$ cat src/rtl/spill_count_buffer_pkg.sv
// -----------------------------------------------------------------------------
// spill_count_buffer_pkg
//   Shared defaults and types for the spill count buffer slice.
//   DEPTH_DEF / CNT_W_DEF / ID_W_DEF : default FIFO depth, count width, id width
//   entry_t     : one FIFO record {spill_id, count} at the default widths
//   arm_state_t : spill gate tracking state
//   sat_inc8    : saturating 8-bit increment used by the drop counter
// -----------------------------------------------------------------------------
package spill_count_buffer_pkg;

   localparam int unsigned DEPTH_DEF = 8;
   localparam int unsigned CNT_W_DEF = 32;
   localparam int unsigned ID_W_DEF  = 16;

   typedef struct packed {
      logic [ID_W_DEF-1:0]  spill_id;
      logic [CNT_W_DEF-1:0] count;
   } entry_t;

   // ARM_BLOCKED: out of reset, waiting to see the gate low before trusting edges
   // ARM_IDLE   : gate low or spill not armed
   // ARM_SET    : rising edge seen, next falling edge captures
   typedef enum logic [1:0] {
      ARM_BLOCKED = 2'd0,
      ARM_IDLE    = 2'd1,
      ARM_SET     = 2'd2
   } arm_state_t;

   function automatic logic [7:0] sat_inc8(input logic [7:0] v);
      return (v == 8'hFF) ? v : v + 8'd1;
   endfunction

endpackage

$ cat src/rtl/spill_count_buffer_if.sv
// -----------------------------------------------------------------------------
// spill_count_buffer_if
//   Read-side valid/ready handshake of the spill count buffer.
//   rd_valid : head entry available (driven by master)
//   rd_ready : consumer accepts head (driven by slave)
//   rd_data  : {spill_id, count} of the head entry (driven by master)
// -----------------------------------------------------------------------------
interface spill_count_buffer_if
   import spill_count_buffer_pkg::*;
#(
   parameter int unsigned ID_W  = ID_W_DEF,
   parameter int unsigned CNT_W = CNT_W_DEF
) ();

   logic                    rd_valid;
   logic                    rd_ready;
   logic [ID_W+CNT_W-1:0]   rd_data;

   modport master (output rd_valid, output rd_data, input  rd_ready);
   modport slave  (input  rd_valid, input  rd_data, output rd_ready);

endinterface

$ cat src/rtl/spill_count_buffer_sync_fifo.sv
// -----------------------------------------------------------------------------
// sync_fifo
//   Single-clock 1-write/1-read register-array FIFO.
//   clk, rst (async, active-low), clear (sync flush)
//   wr_en/wr_data : write request; accepted when not full, or when full and a
//                   read happens in the same cycle
//   rd_en         : read request; ignored while empty
//   rd_data       : raw head slot (meaningful only while !empty)
//   full, empty, occupancy : status
// -----------------------------------------------------------------------------
module sync_fifo #(
   parameter int unsigned DEPTH = 8,
   parameter int unsigned W     = 48
) (
   input  logic                     clk,
   input  logic                     rst,
   input  logic                     clear,
   input  logic                     wr_en,
   input  logic [W-1:0]             wr_data,
   input  logic                     rd_en,
   output logic [W-1:0]             rd_data,
   output logic                     full,
   output logic                     empty,
   output logic [$clog2(DEPTH):0]   occupancy
);

   localparam int unsigned AW    = $clog2(DEPTH);
   localparam int unsigned OCC_W = AW + 1;

   logic [W-1:0]  mem [DEPTH];
   logic [AW-1:0] wr_ptr;
   logic [AW-1:0] rd_ptr;
   logic          do_wr;
   logic          do_rd;

   assign empty = (occupancy == '0);
   assign full  = (occupancy == OCC_W'(DEPTH));
   assign do_rd = rd_en & ~empty;
   assign do_wr = wr_en & (~full | do_rd);

   // DEPTH is a power of two, so pointer wrap is plain binary overflow
   always_ff @(posedge clk or negedge rst) begin
      if (!rst) begin
         wr_ptr    <= '0;
         rd_ptr    <= '0;
         occupancy <= '0;
      end else if (clear) begin
         wr_ptr    <= '0;
         rd_ptr    <= '0;
         occupancy <= '0;
      end else begin
         if (do_wr) wr_ptr <= wr_ptr + 1'b1;
         if (do_rd) rd_ptr <= rd_ptr + 1'b1;
         if (do_wr && !do_rd)      occupancy <= occupancy + 1'b1;
         else if (do_rd && !do_wr) occupancy <= occupancy - 1'b1;
      end
   end

   always_ff @(posedge clk) begin
      if (do_wr && !clear) mem[wr_ptr] <= wr_data;
   end

   assign rd_data = mem[rd_ptr];

endmodule

$ cat src/rtl/spill_count_buffer.sv
// -----------------------------------------------------------------------------
// spill_count_buffer
//   Captures the upstream trigger count at the end of each spill, tags it with
//   a spill sequence number and queues it for a valid/ready consumer.
//   clk, rst (async, active-low)
//   live       : spill gate
//   input_rate : running trigger count, sampled on the gate's falling edge
//   clear      : sync flush of FIFO and statistics (spill id kept)
//   rd         : master side of the read handshake {rd_valid, rd_ready, rd_data}
//   occupancy  : entries stored
//   overflow   : sticky, a capture was dropped on a full FIFO
//   drop_count : dropped captures, saturating at 255
//   peak_count : largest captured count since reset/clear
// -----------------------------------------------------------------------------
module spill_count_buffer
   import spill_count_buffer_pkg::*;
#(
   parameter int unsigned DEPTH = DEPTH_DEF,
   parameter int unsigned CNT_W = CNT_W_DEF,
   parameter int unsigned ID_W  = ID_W_DEF
) (
   input  logic                     clk,
   input  logic                     rst,
   input  logic                     live,
   input  logic [CNT_W-1:0]         input_rate,
   input  logic                     clear,
   spill_count_buffer_if.master     rd,
   output logic [$clog2(DEPTH):0]   occupancy,
   output logic                     overflow,
   output logic [7:0]               drop_count,
   output logic [CNT_W-1:0]         peak_count
);

   localparam int unsigned EW = ID_W + CNT_W;

   logic             live_d;
   logic             rise;
   logic             fall;
   logic             capture;
   logic             pop;
   logic             store;
   logic             drop;
   logic             full;
   logic             empty;
   logic [ID_W-1:0]  spill_id;
   logic [EW-1:0]    head;
   arm_state_t       state_q;
   arm_state_t       state_d;

   assign rise = live & ~live_d;
   assign fall = ~live & live_d;

   always_ff @(posedge clk or negedge rst) begin
      if (!rst) live_d <= 1'b0;
      else      live_d <= live;
   end

   // Arm tracking. live_d resets to 0, so a gate already high at reset release
   // would look like a rising edge; ARM_BLOCKED waits for the gate to be seen
   // low first, which discards spills in progress across reset.
   always_ff @(posedge clk or negedge rst) begin
      if (!rst) state_q <= ARM_BLOCKED;
      else      state_q <= state_d;
   end

   always_comb begin
      state_d = state_q;
      unique case (state_q)
         ARM_BLOCKED: if (!live) state_d = ARM_IDLE;
         ARM_IDLE:    if (rise)  state_d = ARM_SET;
         ARM_SET:     if (fall)  state_d = ARM_IDLE;
         default:                state_d = ARM_BLOCKED;
      endcase
   end

   always_comb begin
      capture = 1'b0;
      if (state_q == ARM_SET && fall) capture = 1'b1;
   end

   // Clear wins over both pop and store; a pop on a full FIFO frees the slot
   // for a same-cycle capture.
   assign pop   = ~empty & rd.rd_ready & ~clear;
   assign store = capture & ~clear & (~full | pop);
   assign drop  = capture & ~clear & full & ~pop;

   sync_fifo #(
      .DEPTH (DEPTH),
      .W     (EW)
   ) u_fifo (
      .clk       (clk),
      .rst       (rst),
      .clear     (clear),
      .wr_en     (store),
      .wr_data   ({spill_id, input_rate}),
      .rd_en     (pop),
      .rd_data   (head),
      .full      (full),
      .empty     (empty),
      .occupancy (occupancy)
   );

   assign rd.rd_valid = ~empty;
   assign rd.rd_data  = empty ? '0 : head;

   // Every capture consumes an id, including dropped and cleared ones
   always_ff @(posedge clk or negedge rst) begin
      if (!rst)         spill_id <= '0;
      else if (capture) spill_id <= spill_id + 1'b1;
   end

   always_ff @(posedge clk or negedge rst) begin
      if (!rst) begin
         overflow   <= 1'b0;
         drop_count <= '0;
         peak_count <= '0;
      end else if (clear) begin
         overflow   <= 1'b0;
         drop_count <= '0;
         peak_count <= '0;
      end else begin
         if (drop) begin
            overflow   <= 1'b1;
            drop_count <= sat_inc8(drop_count);
         end
         if (capture && input_rate > peak_count) peak_count <= input_rate;
      end
   end

endmodule
$ cat src/flat_wrapper.sv
// flat-port wrapper written by rule: the top's interface ports become plain ports
module spill_count_buffer_flat import spill_count_buffer_pkg::*;
#(
   parameter int unsigned DEPTH = DEPTH_DEF,
   parameter int unsigned CNT_W = CNT_W_DEF,
   parameter int unsigned ID_W  = ID_W_DEF
)
  (clk, rst, live, input_rate, clear, occupancy, overflow, drop_count, peak_count, rd_rd_valid, rd_rd_data, rd_rd_ready);
  spill_count_buffer_if #(.ID_W(ID_W), .CNT_W(CNT_W)) rd_i ();
  input  logic clk;
  input  logic rst;
  input  logic live;
  input  logic [CNT_W-1:0] input_rate;
  input  logic clear;
  output logic [$clog2(DEPTH):0] occupancy;
  output logic overflow;
  output logic [7:0] drop_count;
  output logic [CNT_W-1:0] peak_count;
  output wire logic [$bits(rd_i.rd_valid)-1:0] rd_rd_valid;
  output wire logic [$bits(rd_i.rd_data)-1:0] rd_rd_data;
  input wire logic [$bits(rd_i.rd_ready)-1:0] rd_rd_ready;
  assign rd_rd_valid = rd_i.rd_valid;
  assign rd_rd_data = rd_i.rd_data;
  assign rd_i.rd_ready = rd_rd_ready;
  spill_count_buffer #(.DEPTH(DEPTH), .CNT_W(CNT_W), .ID_W(ID_W)) u_core (.clk(clk), .rst(rst), .live(live), .input_rate(input_rate), .clear(clear), .rd(rd_i), .occupancy(occupancy), .overflow(overflow), .drop_count(drop_count), .peak_count(peak_count));
endmodule
$ cat config.mk
export PLATFORM = sky130hd
export DESIGN_NAME = spill_count_buffer_flat
export DESIGN_NICKNAME = d
export VERILOG_FILES = /design/src/rtl/spill_count_buffer_pkg.sv /design/src/rtl/spill_count_buffer_if.sv /design/src/rtl/spill_count_buffer_sync_fifo.sv /design/src/rtl/spill_count_buffer.sv /design/src/flat_wrapper.sv
export SDC_FILE = /design/constraint.sdc
export NUM_CORES = 1
export LEC_CHECK = 0
export ABC_CLOCK_PERIOD_IN_PS = 8300
export CORE_MARGIN = 2
export CORE_UTILIZATION = 50
export CTS_BUF_LIST = sky130_fd_sc_hd__clkbuf_8
export CTS_CLUSTER_DIAMETER = 150
export DETAILED_ROUTE_END_ITERATION = 12
export PLACE_DENSITY = 0.76
export SETUP_SLACK_MARGIN = 0.4
export SLEW_MARGIN = 30
export SYNTH_ARGS = -nofsm -noshare
export SYNTH_HDL_FRONTEND = slang
export SYNTH_HIERARCHICAL = 1
export SYNTH_SLANG_ARGS = --single-unit
$ cat constraint.sdc
create_clock -name clk -period 8.3 [get_ports clk]
set_input_delay 1.66 -clock clk [delete_from_list [all_inputs] [get_ports clk]]
set_output_delay 1.66 -clock clk [all_outputs]
set_load 0.005 [all_outputs]
**Word level (Yosys, flattened, before mapping)**

Memory sizes are Yosys's and may differ from the RTL's.
Cells that the tools add are included.

- Flip-flop bits (word level): 70
- Latch bits: 0
- RAM bits: 384
- Bits in read-only memories: 0
- Logic and storage cells: 82
- Memories: 1

Memory list:

| memory | words | bits a word | rd ports | clocked after memory_dff | wr ports | RTL line | source |
|---|---|---|---|---|---|---|---|
| u_core.u_fifo.mem | 8 | 48 | 1 | 0 | 1 | spill_count_buffer_sync_fifo.sv:30 | `logic [W-1:0] mem [DEPTH];` |

- $add $sub $neg: 6
- $mul: 0
- Div/mod/pow operators: 0
- Order comparisons: 1
- Eq/ne operators: 8
- Shift operators: 0
- Multiplexer cells: 22
- Bitwise logic cells: 18
- Reduce and logical (&&, ||, !) cells: 17

Operators with widths:

| kind | number |
|---|---|
| 32-bit 2-to-1 mux | 2 |
| 48-bit 2-to-1 mux | 1 |
| 32-bit greater-than comparator | 1 |
| 8-bit 2-to-1 mux | 3 |
| 16-bit by 1-bit adder with 16-bit output, second input constant | 1 |
| 3-bit 2-to-1 mux | 4 |
| 4-bit 2-to-1 mux | 3 |
| 1-bit AND | 10 |
| 8-bit by 1-bit adder with 8-bit output, second input constant | 1 |
| 8-bit == test, second input constant | 1 |
| 2-bit nonzero test | 4 |
| 3-bit by 1-bit adder with 3-bit output, second input constant | 2 |
| 2-bit 2-to-1 mux | 3 |
| 1-bit NOT | 6 |
| 2-bit one-hot mux with 3 select lines | 1 |
| 1-bit logical AND | 5 |
| 1-bit 2-to-1 mux | 5 |
| 4-bit by 1-bit adder with 4-bit output, second input constant | 1 |
| 4-bit == test, second input constant | 1 |
| 4-bit logical NOT | 1 |
| 2-bit by 1-bit inequality test with 1-bit output, second input constant | 2 |
| 2-bit inequality test, second input constant | 2 |
| 4-bit by 1-bit subtractor with 4-bit output, second input constant | 1 |
| 1-bit logical NOT | 3 |
| 7 further kinds | 8 |

**Logic depth before layout (Yosys ltp)**

Gate-level depths: netlist of the first run.

- Depth in word-level cells: 12
- Mapped depth: 15

**Hierarchy**

Netlist of the first run, hierarchy kept.

By module, submodules not included:

| module | instances | cells each | area an instance (µm²) | seq. area each (µm²) |
|---|---|---|---|---|
| sync_fifo | 1 | 639 | 15,274.6 | 11,781.3 |
| spill_count_buffer | 1 | 421 | 4,023.9 | 1,501.4 |

**Worst setup path before layout of the first run**

No wires, ideal clock.

- Kind: in2reg
- From: input clear
- To: memory u_core.u_fifo.mem[0][0] (enable)
- Setup time: 0.590 ns
- Arrival: 7.757 ns
- Path slack: -0.047 ns
- Stages on the path: 7
- Buffers on the path: 3
- Cell sequence: buf_6 buf_2 clkbuf_1 nor2_1 nand2b_1 o21ai_4 nor4b_1

- Longest elaborated chain between the ends: 8
- Elaborated cells between the ends (all ways): 12
- Classes of those cells: mux (2); bitwise (8); reduce/logical (2)

RTL lines:

| what | RTL line | source |
|---|---|---|
| start, declared | flat_wrapper.sv:14 | `input logic clear;` |
| 1-bit NOT (*) | spill_count_buffer.sv:83 | `assign pop = ~empty & rd.rd_ready & ~clear;` |
| 1-bit AND (*) | spill_count_buffer.sv:83 |  |
| via u_core.pop | spill_count_buffer.sv:40 | `logic pop;` |
| 1-bit bitwise OR or 1-bit AND (tied branches) | spill_count_buffer.sv:84, spill_count_buffer_sync_fifo.sv:38 |  |
| 1-bit AND or 1-bit bitwise OR (tied branches) | spill_count_buffer.sv:84, spill_count_buffer_sync_fifo.sv:39 |  |
| 1-bit AND (*) | spill_count_buffer_sync_fifo.sv:39 | `assign do_wr = wr_en & (~full \| do_rd);` |
| 1-bit logical AND (*) | spill_count_buffer_sync_fifo.sv:60 | `if (do_wr && !clear) mem[wr_ptr] <= wr_data;` |
| 1-bit 2-to-1 mux (*) | spill_count_buffer_sync_fifo.sv:60 |  |
| 1-bit 2-to-1 mux (implied by the code) (*) | spill_count_buffer_sync_fifo.sv:60 |  |
| end, declared | spill_count_buffer_sync_fifo.sv:30 |  |

Mark *: on every way through the listed nets, which the timed path passes. The rest lies on a longest branch.

**Worst setup path in the final report of the first run**

- From: register u_core.u_fifo.rd_ptr[0]
- To: output rd_rd_data[17]

- Longest elaborated chain between the ends: 2

RTL lines:

| what | RTL line | source |
|---|---|---|
| start, declared | spill_count_buffer_sync_fifo.sv:32 | `logic [AW-1:0] rd_ptr;` |
| start signal, assigned | spill_count_buffer_sync_fifo.sv:53 | `if (do_rd) rd_ptr <= rd_ptr + 1'b1;` |
| memory read 8 x 48 bit | -- |  |
| via u_core.head[17] | spill_count_buffer.sv:46 | `logic [EW-1:0] head;` |
| 48-bit 2-to-1 mux | spill_count_buffer.sv:104 | `assign rd.rd_data = empty ? '0 : head;` |
| end, declared | flat_wrapper.sv:20 | `output wire logic [$bits(rd_i.rd_data)-1:0] rd_rd_data;` |

The timed path passes the listed nets, and every way through them passes these cells.

==> results.txt, run 1 <==
Post-Synthesis Cells -> 1060
Clock Path Buffers -> 3
DRT Pass-1 Iters -> 4
core area -> 0.0378 mm2
H-tree levels -> 3
Post-CTS Setup Inserts -> 0
Synth Area in Simple Gates -> 0.0661
Fmax -> 0.184 GHz
ys async rst share -> 0.154
Worst Clk Skew -> 38.4 ps
post_cts resized -> 0
routed via count -> 9930
Post-synth EDFFs -> 384
gr ovfl total -> 0
Data arrival, critical path -> 3780 ps
top post-synthesis cells by count -> edfxtp_1 (384), mux4_2 (95), dfrtp_1 (70), nor2b_1 (50), inv_1 (39)
Tightest Pin Transition -> 941 ps
CTS tree -> done
CP Launch Type -> register
Final ANT Viol Nets -> 0
LEAKAGE -> 7.56 nW
post-synthesis xor/xnor area fraction -> 0.0123
max cap viols -> 0
DR vias/cell -> 5.50
antenna violations before repair -> 1
total wire length -> 39100 um
worst hold-check path type -> register to register
RSZ-0062 raised after global routing -> no
Root Driver -> clkbuf_8
die span in x -> 200 um
Crit-path slowest cell -> dfrtp_4
Mapped Nets -> 1136
Yosys top cell by area -> edfxtp_1
Worst Setup Slack, final -> 2860 ps
area growth from synthesis to layout -> 17.3%
count of unique library cells instantiated by Yosys -> 57
Sum Neg Setup Slack -> 0 ps
Initial Util -> 0.510
Max-slew headroom -> 0.372
RePlAce Congestion -> 0.737
die boundary height -> 200 um
PwrDens -> 197 mW/mm2
vias in the first global route -> 10500
fin. max-slew vios -> 0
Synth Flop Type -> edfxtp_1
worst skew pair latency -> 600 ps
Max stage delay on crit path -> 870 ps
mux cell area share after synthesis -> 0.164
Worst VDD drop -> 0.000126 V
clock sink total -> 454
crit path max fanout -> 37
largest family of logic cells by synthesized area -> multiplexers
top post-synthesis cells by area -> edfxtp_1 (60%), mux4_2 (11%), dfrtp_1 (9.1%)
Final Net Count -> 1312
Hold Fails Final Rpt -> 0
Mapped Area -> 0.0193 mm2
count of input and output buffers -> 130
Yosys warnings -> 6
Setup crit end kind -> primary output
pin count of the biggest net entering global routing -> 81
Placement Setup Slack -> 2630 ps
GRT Overall Usage -> 0.200
Synth top area share -> 0.598
die area -> 0.0402 mm2
CP required -> 6640 ps
critical path type -> register to primary output
flops & latches, synth -> 454
final hold slack -> 500 ps
adder-cell share of the synthesized area -> 0.0257
num ports -> 131
WL/cell -> 21.7 um
fin crit period -> 5440 ps
DRC viols -> 0
hold_buf cts -> 0
proportion of layout cells with a drive suffix above 1 -> 0.224
CTS buffer count -> 72
# setup viols final -> 0
post-synthesis sequential area ratio -> 0.688
Detail Placement HPWL -> 23100 um
CP Cell Sequence -> buf_4, mux4_2, mux2_4, nor2b_1, clkdlybuf4s50_1
first-pass GRT wire length -> 61000 um
Synth Area in Compound Gates -> 0.0195
run status -> finished, final reports clean
Final period util -> 0.656
Clk pin slew, worst setup/hold paths -> 60 ps
syn avg cell area -> 18.2 um2
Site Rows -> 71
DR iter-0 viols -> 624
count leader, synth -> edfxtp_1
report_power, final:
group	switching, mW	total, mW	internal (mW)
sequential	0.0177	2.50	2.49
combinational	0.0635	0.109	0.0458
clock	0.842	1.85	1.00
total	0.923	4.46	3.53
cell type report:
class	count	area, um2
Clock buffer	82	1130
Multi-Input combinational cell	518	5640
Sequential cell	454	13300
Clock inverter	48	297
Antenna cell	2	5.00
Inverter	39	146
Tap cell	511	639
Timing Repair Buffer	151	1480
Fill cell	2739	15200
per-layer routing:
metal | global-route usage | wire length (um)
met1 | 0.265 | 16700
met2 | 0.335 | 19500
met3 | 0.0425 | 2190
met4 | 0.0601 | 736
met5 | 0 | 0
registers in the layout, summed over array words and instances (netlist names):
register	flops
u_core/spill_id	16
u_core/u_fifo/rd_ptr	3
u_core/u_fifo/occupancy	4
u_core/drop_count	8
u_core/live_d	1
u_core/peak_count	32
u_core/u_fifo/wr_ptr	3
u_core/overflow	1
u_core/state_q	2
u_core/u_fifo/mem	384
layout by cell type (no fill, tap or decap), types with 3 or more instances in the layout:
master,count
or3_1,3
nor3_1,5
and3_1,7
o211ai_1,4
edfxtp_1,384
a21o_1,5
mux4_2,95
nand4_1,7
mux2_2,19
mux2i_1,34
clkdlybuf4s50_1,128
bufinv_16,3
o21ai_0,8
nor2_1,24
nand3_1,11
nand2_1,24
inv_1,64
buf_4,20
a21oi_1,20
clkinv_1,7
xnor2_1,16
nor2b_1,50
nand2b_1,37
nor2_4,4
clkinv_2,8
mux2_4,30
xor2_1,11
clkbuf_8,82
nor3_2,3
or2b_1,30
ha_1,38
dfrtp_1,67
worst max-delay path, delay by kind of cell (launching register included):
family	cells	cell delay, ps
AND/OR/NAND/NOR	1	180
buffers and inverters	2	1240
flip-flops	1	870
multiplexers	2	870
cell families after synthesis:
group                    after synthesis
XOR/XNOR                              27
multiplexers                         179
AND/OR/NAND/NOR                      218
buffers and inverters                 88
AO/OA/AOI/OAI                         55
flip-flops                           454
adder cells (fa/ha/maj)               39
path summary, 6_finish.rpt:
path | from | end | slack, ps | cells past startpoint
worst max-delay path | u_core/u_fifo/rd_ptr[0]$_DFFE_PN0P_ | rd_rd_data[17] | 2860 | 5
worst min-delay path | u_core/overflow$_DFFE_PN0P_ | u_core/overflow$_DFFE_PN0P_ | 500 | 2
worst max register to register | u_core/u_fifo/occupancy[1]$_DFFE_PN0P_ | u_core/u_fifo/mem[7][4]$_DFFE_PP_ | 3950 | 11
worst min register to register | u_core/overflow$_DFFE_PN0P_ | u_core/overflow$_DFFE_PN0P_ | 500 | 2
max in group asynchronous | rst | u_core/u_fifo/rd_ptr[1]$_DFFE_PN0P_ | 6240 | 2
min in group asynchronous | rst | u_core/peak_count[13]$_DFFE_PN0P_ | 1020 | 1
per-stage QoR:
stage	utilization	cells	instance area (um2)	total power, mW
after floorplan	-	1060	19300	2.59
after global placement	0.559	1671	21200	2.65
after detailed placement	0.559	1672	21200	2.66
after CTS	0.597	1802	22600	4.51
after global routing	0.598	1804	22600	4.63
final	0.598	1805	22600	4.46
Note: power is estimated with default switching activity, not from simulation.
==> run 2, diff against run 1 <==
Settings changed: ABC_CLOCK_PERIOD_IN_PS 8300 to 5340.
Clock period 8.3 ns to 5.34 ns, I/O delays scaled along.
==> run 2 against run 1 <==
Compared with the run above: clock power up 44%; critical endpoint is now rd_rd_data[18]; largest cell class unchanged; highest routed layer unchanged; utilization about the same; cell area about the same; global-route usage up 0.093 points; power up 51%; worst hold slack better by 8.4 ps; sequential share of layout area about the same.
==> results.txt, run 2 (same netlist as run 1, synthesis figures left out) <==
run status -> finished, final reports clean
die span in x -> 200 um (unchanged)
DRT Pass-1 Iters -> 5 (+1)
total wire length -> 39300 um (+0.31%)
antenna violations before repair -> 0 (-1)
H-tree levels -> 3 (unchanged)
RePlAce Congestion -> 0.765 (+3.8%)
RSZ-0062 raised after global routing -> no
dpl cells -> 1675 (+0.18%)
Pint -> 5.29 mW (+50%)
Reg power frac -> 0.578 (+0.016)
Final Non-Filler Cells -> 1803 (-0.11%)
Met2 Wirelength -> 19800 um (+1.3%)
met3 routed wirelength -> 2130 um (-2.5%)
Clock Path Buffers -> 3 (unchanged)
Root Driver -> clkbuf_8
fin crit period -> 4250 ps
Metal-1 WL -> 16800 um (+0.72%)
Gate power share -> 0.025 (about the same)
GRT Overall Usage -> 0.201 (+0.000933)
pin count of the biggest net entering global routing -> 76 (-6.2%)
Filler Cell Count -> 2818 (+2.9%)
max cap viols -> 0 (unchanged)
first-pass GRT wire length -> 61400 um (+0.63%)
crit path max fanout -> 60 (+62%)
die boundary height -> 200 um (unchanged)
most frequent cells in the layout -> edfxtp_1 (384), clkdlybuf4s50_1 (128), mux4_2 (95)
Data arrival, critical path -> 3180 ps (-600 ps)
num ports -> 131 (unchanged)
sw frac -> 0.214 (+0.00669)
Initial Util -> 0.510 (unchanged)
Max-slew headroom -> 0.414 (+0.0417)
routed via count -> 10000 (+1.0%)
hold_buf cts -> 0 (unchanged)
# setup viols final -> 0 (unchanged)
Tightest Pin Transition -> 875 ps (-66.4 ps)
NetSw -> 1.44 mW (+56%)
Top Layer Used -> met4
CP required -> 4270 ps (-2370 ps)
count of input and output buffers -> 130 (unchanged)
Worst Clk Skew -> 30.3 ps (-8.14 ps)
vias in the first global route -> 10600 (+1.2%)
area growth from synthesis to layout -> 17.2% (about the same)
LEAKAGE -> 7.51 nW (-0.70%)
DR iter-0 viols -> 667 (+6.9%)
CTS buffer count -> 72 (unchanged)
Clk pin slew, worst setup/hold paths -> 60 ps (about the same)
DR vias/cell -> 5.56 (+1.1%)
DRC viols -> 0 (unchanged)
Finished Core Util -> 0.597 (about the same)
PwrDens -> 298 mW/mm2 (+51%)
Site Rows -> 71 (unchanged)
gr ovfl total -> 0 (unchanged)
clock share of power -> 0.397 (-0.017)
WL/cell -> 21.8 um (+0.42%)
post_cts resized -> 0 (unchanged)
biggest regs -> u_core/u_fifo/mem x384, u_core/peak_count x32, u_core/spill_id x16
die area -> 0.0402 mm2 (unchanged)
Final Net Count -> 1314 (+0.15%)
core area -> 0.0378 mm2 (unchanged)
Setup crit end kind -> primary output
antenna cells -> 0 (-2)
CP Launch Type -> register
Final period util -> 0.796
fin. max-slew vios -> 0 (unchanged)
critical path type -> register to primary output
Hold Fails Final Rpt -> 0 (unchanged)
proportion of layout cells with a drive suffix above 1 -> 0.218 (-0.00542)
Final ANT Viol Nets -> 0 (unchanged)
Reg with most FFs -> u_core/u_fifo/mem
Detail Placement HPWL -> 22500 um (-2.5%)
Fmax -> 0.235 GHz
Post-CTS Setup Inserts -> 0 (unchanged)
CTS tree -> done
most common cell after layout, fill and taps aside -> edfxtp_1
Worst VDD drop -> 0.000265 V (+110%)
worst hold-check path type -> register to register
max reg flops -> 384 (unchanged)
worst skew pair latency -> 600 ps (about the same)
Sum Neg Setup Slack -> 0 ps (unchanged)
clock sink total -> 454 (unchanged)
## run 2: changes by cell type in the layout (fill, tap and decap cells not counted), moves of 2 or more
cell       change
buf_12         +9
bufinv_16      -2
clkinv_1      +10
clkbuf_8       -7
buf_4          -7
diode_2        -2
inv_1          -3
## run 2: worst paths after layout
check                                                        from  slack (ps)                             endpoint  cells past startpoint
setup / recovery              u_core/u_fifo/rd_ptr[1]$_DFFE_PN0P_        1090                       rd_rd_data[18]                      5
hold / removal                        u_core/overflow$_DFFE_PN0P_         510          u_core/overflow$_DFFE_PN0P_                      2
setup reg to reg           u_core/u_fifo/occupancy[0]$_DFFE_PN0P_        1800    u_core/u_fifo/mem[7][0]$_DFFE_PP_                      8
hold reg to reg                       u_core/overflow$_DFFE_PN0P_         510          u_core/overflow$_DFFE_PN0P_                      2
max in group asynchronous                                     rst        4240  u_core/u_fifo/rd_ptr[1]$_DFFE_PN0P_                      1
min in group asynchronous                                     rst         520    u_core/peak_count[13]$_DFFE_PN0P_                      1
## run 2: routing by layer
metal	GRT usage	vias up
met5	0	-
met4	0.0569	0
met3	0.0375	40
met2	0.334	287
met1	0.273	5230
li1	-	4473
## run 2: cell type report
| cell class | count | area [um2] | area share |
|---|---|---|---|
| Sequential cell | 454 | 13300 | 0.588 |
| Multi-Input combinational cell | 518 | 5640 | 0.249 |
| Timing Repair Buffer | 153 | 1600 | 0.0706 |
| Clock buffer | 75 | 1030 | 0.0457 |
| Tap cell | 511 | 639 | 0.0283 |
| Clock inverter | 53 | 268 | 0.0118 |
| Inverter | 39 | 146 | 0.00647 |
## run 2: power groups by stage
stage	registers (mW)	clock network (mW)	logic, mW
after floorplan	3.95	0	0.0716
after global placement	3.96	0	0.162
after detailed placement	3.96	0	0.171
after CTS	3.89	2.75	0.172
after global routing	3.89	2.91	0.190
final	3.89	2.67	0.169
## run 2: critical path, cell delays in order (launching register included)
cell and delay [ps]:
dfrtp_4 830, buf_12 400, mux4_2 370, mux2_4 280, nor2b_1 160, clkdlybuf4s50_1 520
## run 2: per-stage QoR
stage	power [mW]	hold slack (ps)	area, um2	setup slack (ps)
floorplan	4.03	486	19300	-689
global placement	4.12	494	21300	1150
detailed placement	4.13	504	21300	1030
CTS	6.81	511	22600	1010
global route	7.00	546	22600	951
finish	6.73	508	22600	1090
==> run 3, diff against run 2 <==
Settings changed: ABC_CLOCK_PERIOD_IN_PS 5340 to 4200.
Clock period 5.34 ns to 4.2 ns, I/O delays scaled along.
==> run 3 against run 2 <==
Compared with the run above: sequential share of layout area down 0.67 points; via count is 0.17% higher; combinational power up 34%; utilization is 0.69 points higher; first-iteration DRC count fell by 16%; worst hold slack got worse by 220 ps; clock-buffer cell count grew 7; final cell count is 1.0% higher; setup slack got worse by 600 ps; sequential cell count is the same.
==> results.txt, run 3 (same netlist as run 1, synthesis figures left out) <==
biggest regs -> u_core/u_fifo/mem x384, u_core/peak_count x32, u_core/spill_id x16
Clk pin slew, worst setup/hold paths -> 60 ps (about the same)
RePlAce Congestion -> 0.740 (-3.2%)
Data arrival, critical path -> 2870 ps (-310 ps)
count of input and output buffers -> 130 (unchanged)
Hold Fails Final Rpt -> 0 (unchanged)
r2r setup slk -> 1180 ps (-620 ps)
Filler Cell Count -> 2825 (+0.25%)
antenna cells -> 0 (unchanged)
Final ANT Viol Nets -> 0 (unchanged)
reg2reg start -> u_core/u_fifo/occupancy[1]$_DFFE_PN0P_
Max stage delay on crit path -> 540 ps (-290 ps)
met1 Usage GRT -> 0.276 (+0.00289)
CP required -> 3360 ps (-910 ps)
CP Launch Type -> register
critical path type -> register to primary output
fin. max-slew vios -> 0 (unchanged)
Register-to-Register Path Depth -> 8 (unchanged)
DRC viols -> 0 (unchanged)
crit path max fanout -> 35 (-42%)
grt peak-use layer -> met2
GRT Overall Usage -> 0.201 (+0.000811)
Design Power -> 8.73 mW (+30%)
Fmax -> 0.270 GHz
most common cell after layout, fill and taps aside -> edfxtp_1
# setup viols final -> 0 (unchanged)
Detail Placement HPWL -> 23000 um (+2.2%)
fin crit period -> 3710 ps
run status -> finished, final reports clean
DR iter-0 viols -> 562 (-16%)
die area -> 0.0402 mm2 (unchanged)
routed via count -> 10000 (+0.17%)
area growth from synthesis to layout -> 18.5%
CP Cell Sequence -> buf_12, mux4_2, mux2_4, nor2b_1, clkdlybuf4s50_1
die span in x -> 200 um (unchanged)
CTS buffer count -> 74 (+2.8%)
worst skew pair latency -> 600 ps (about the same)
Worst Clk Skew -> 35.2 ps (+4.88 ps)
gr ovfl total -> 0 (unchanged)
Final Non-Filler Cells -> 1821 (+1.0%)
dpl cells -> 1685 (+0.60%)
Crit-path slowest cell -> mux4_2
Tightest Pin Transition -> 842 ps (-32.6 ps)
first-pass GRT wire length -> 61700 um (+0.56%)
Global Route met2 Usage -> 0.335 (+0.000496)
Initial Util -> 0.510 (unchanged)
Setup crit end kind -> primary output
PwrDens -> 382 mW/mm2 (+28%)
max reg flops -> 384 (unchanged)
die boundary height -> 200 um (unchanged)
Worst VDD drop -> 0.000201 V (-24%)
RSZ-0062 raised after global routing -> yes
Root Driver -> clkbuf_8
clock sink total -> 454 (unchanged)
DRT Pass-1 Iters -> 5 (unchanged)
WL/cell -> 21.8 um (about the same)
Clock Path Buffers -> 3 (unchanged)
DR vias/cell -> 5.52 (-0.82%)
Final Net Count -> 1327 (+0.99%)
Final period util -> 0.883
num ports -> 131 (unchanged)
proportion of layout cells with a drive suffix above 1 -> 0.231 (+0.0130)
most frequent cells in the layout -> edfxtp_1 (384), clkdlybuf4s50_1 (128), mux4_2 (95)
LEAKAGE -> 7.63 nW (+1.7%)
Max-slew headroom -> 0.436 (+0.0218)
max cap viols -> 0 (unchanged)
Reg with most FFs -> u_core/u_fifo/mem
vias in the first global route -> 10500 (-0.64%)
pin count of the biggest net entering global routing -> 87 (+14%)
H-tree levels -> 3 (unchanged)
antenna violations before repair -> 1 (+1)
CTS tree -> done
met3 usage -> 0.0391 (+0.00162)
worst hold-check path type -> input pin to async pin
core area -> 0.0378 mm2 (unchanged)
reg2reg end -> u_core/u_fifo/mem[5][40]$_DFFE_PP_
total wire length -> 39700 um (+1.0%)
Site Rows -> 71 (unchanged)
run 3: repair_timing:
| action | 4_1_cts | 5_1_grt |
|---|---|---|
| setup endpoints to repair | 34 | 14 |
| buffers inserted | 1 | 0 |
| hold buffers | 0 | 0 |
| gates resized for setup | 3 | 1 |
run 3: worst max path at each step:
stage                                         from  cells after the start                                 to
3_3_place_gp                        input_rate[28]                      9  u_core/peak_count[25]$_DFFE_PN0P_
3_5_place_dp                        input_rate[29]                      9  u_core/peak_count[31]$_DFFE_PN0P_
6_report       u_core/u_fifo/rd_ptr[0]$_DFFE_PN0P_                      5                     rd_rd_data[16]
2_1_floorplan                                 live                      7  u_core/u_fifo/mem[7][0]$_DFFE_PP_
5_1_grt        u_core/u_fifo/rd_ptr[0]$_DFFE_PN0P_                      5                     rd_rd_data[16]
4_1_cts        u_core/u_fifo/rd_ptr[0]$_DFFE_PN0P_                      5                     rd_rd_data[16]
run 3: critical path, delay by kind of cell (launching register included):
| family | cells | cell delay (ps) |
|---|---|---|
| DFF | 1 | 460 |
| buffers and inverters | 2 | 770 |
| muxes | 2 | 820 |
| and+or+nand+nor | 1 | 180 |
run 3: layout make-up:
class | instances | area, um2 | share of cell area
flip-flops and latches | 454 | 13300 | 0.581
multi-input cells | 518 | 5680 | 0.248
repair buffers | 164 | 1720 | 0.0754
clock buffers | 82 | 1130 | 0.0493
well taps | 511 | 639 | 0.0280
clock inverters | 53 | 263 | 0.0115
inverters | 39 | 146 | 0.00640
run 3: through the flow:
step / setup slack, ps / hold WS [ps] / TNS, ps / instance area [um2] / utilization
after CTS: 420 / 286 / 0 / 22900 / 0.604
after detailed placement: 564 / 493 / 0 / 21500 / 0.567
after global routing: 379 / 322 / 0 / 22900 / 0.604
final: 493 / 291 / 0 / 22900 / 0.604
after floorplan: -115 / 486 / -16570 / 19400 / -
after global placement: 628 / 498 / 0 / 21400 / 0.567
run 3: power by group:
part | internal (mW) | total (mW) | leakage (nW) | switching, mW
combinational | 0.0959 | 0.227 | 2.39 | 0.131
clock | 1.87 | 3.56 | 0.803 | 1.69
sequential | 4.91 | 4.95 | 4.43 | 0.0367
total | 6.87 | 8.73 | 7.63 | 1.86
run 3: layer usage:
metal,wire [um],up-vias
met5,7,-
li1,-,4494
met1,17200,5210
met3,2170,45
met2,19700,296
met4,569,2
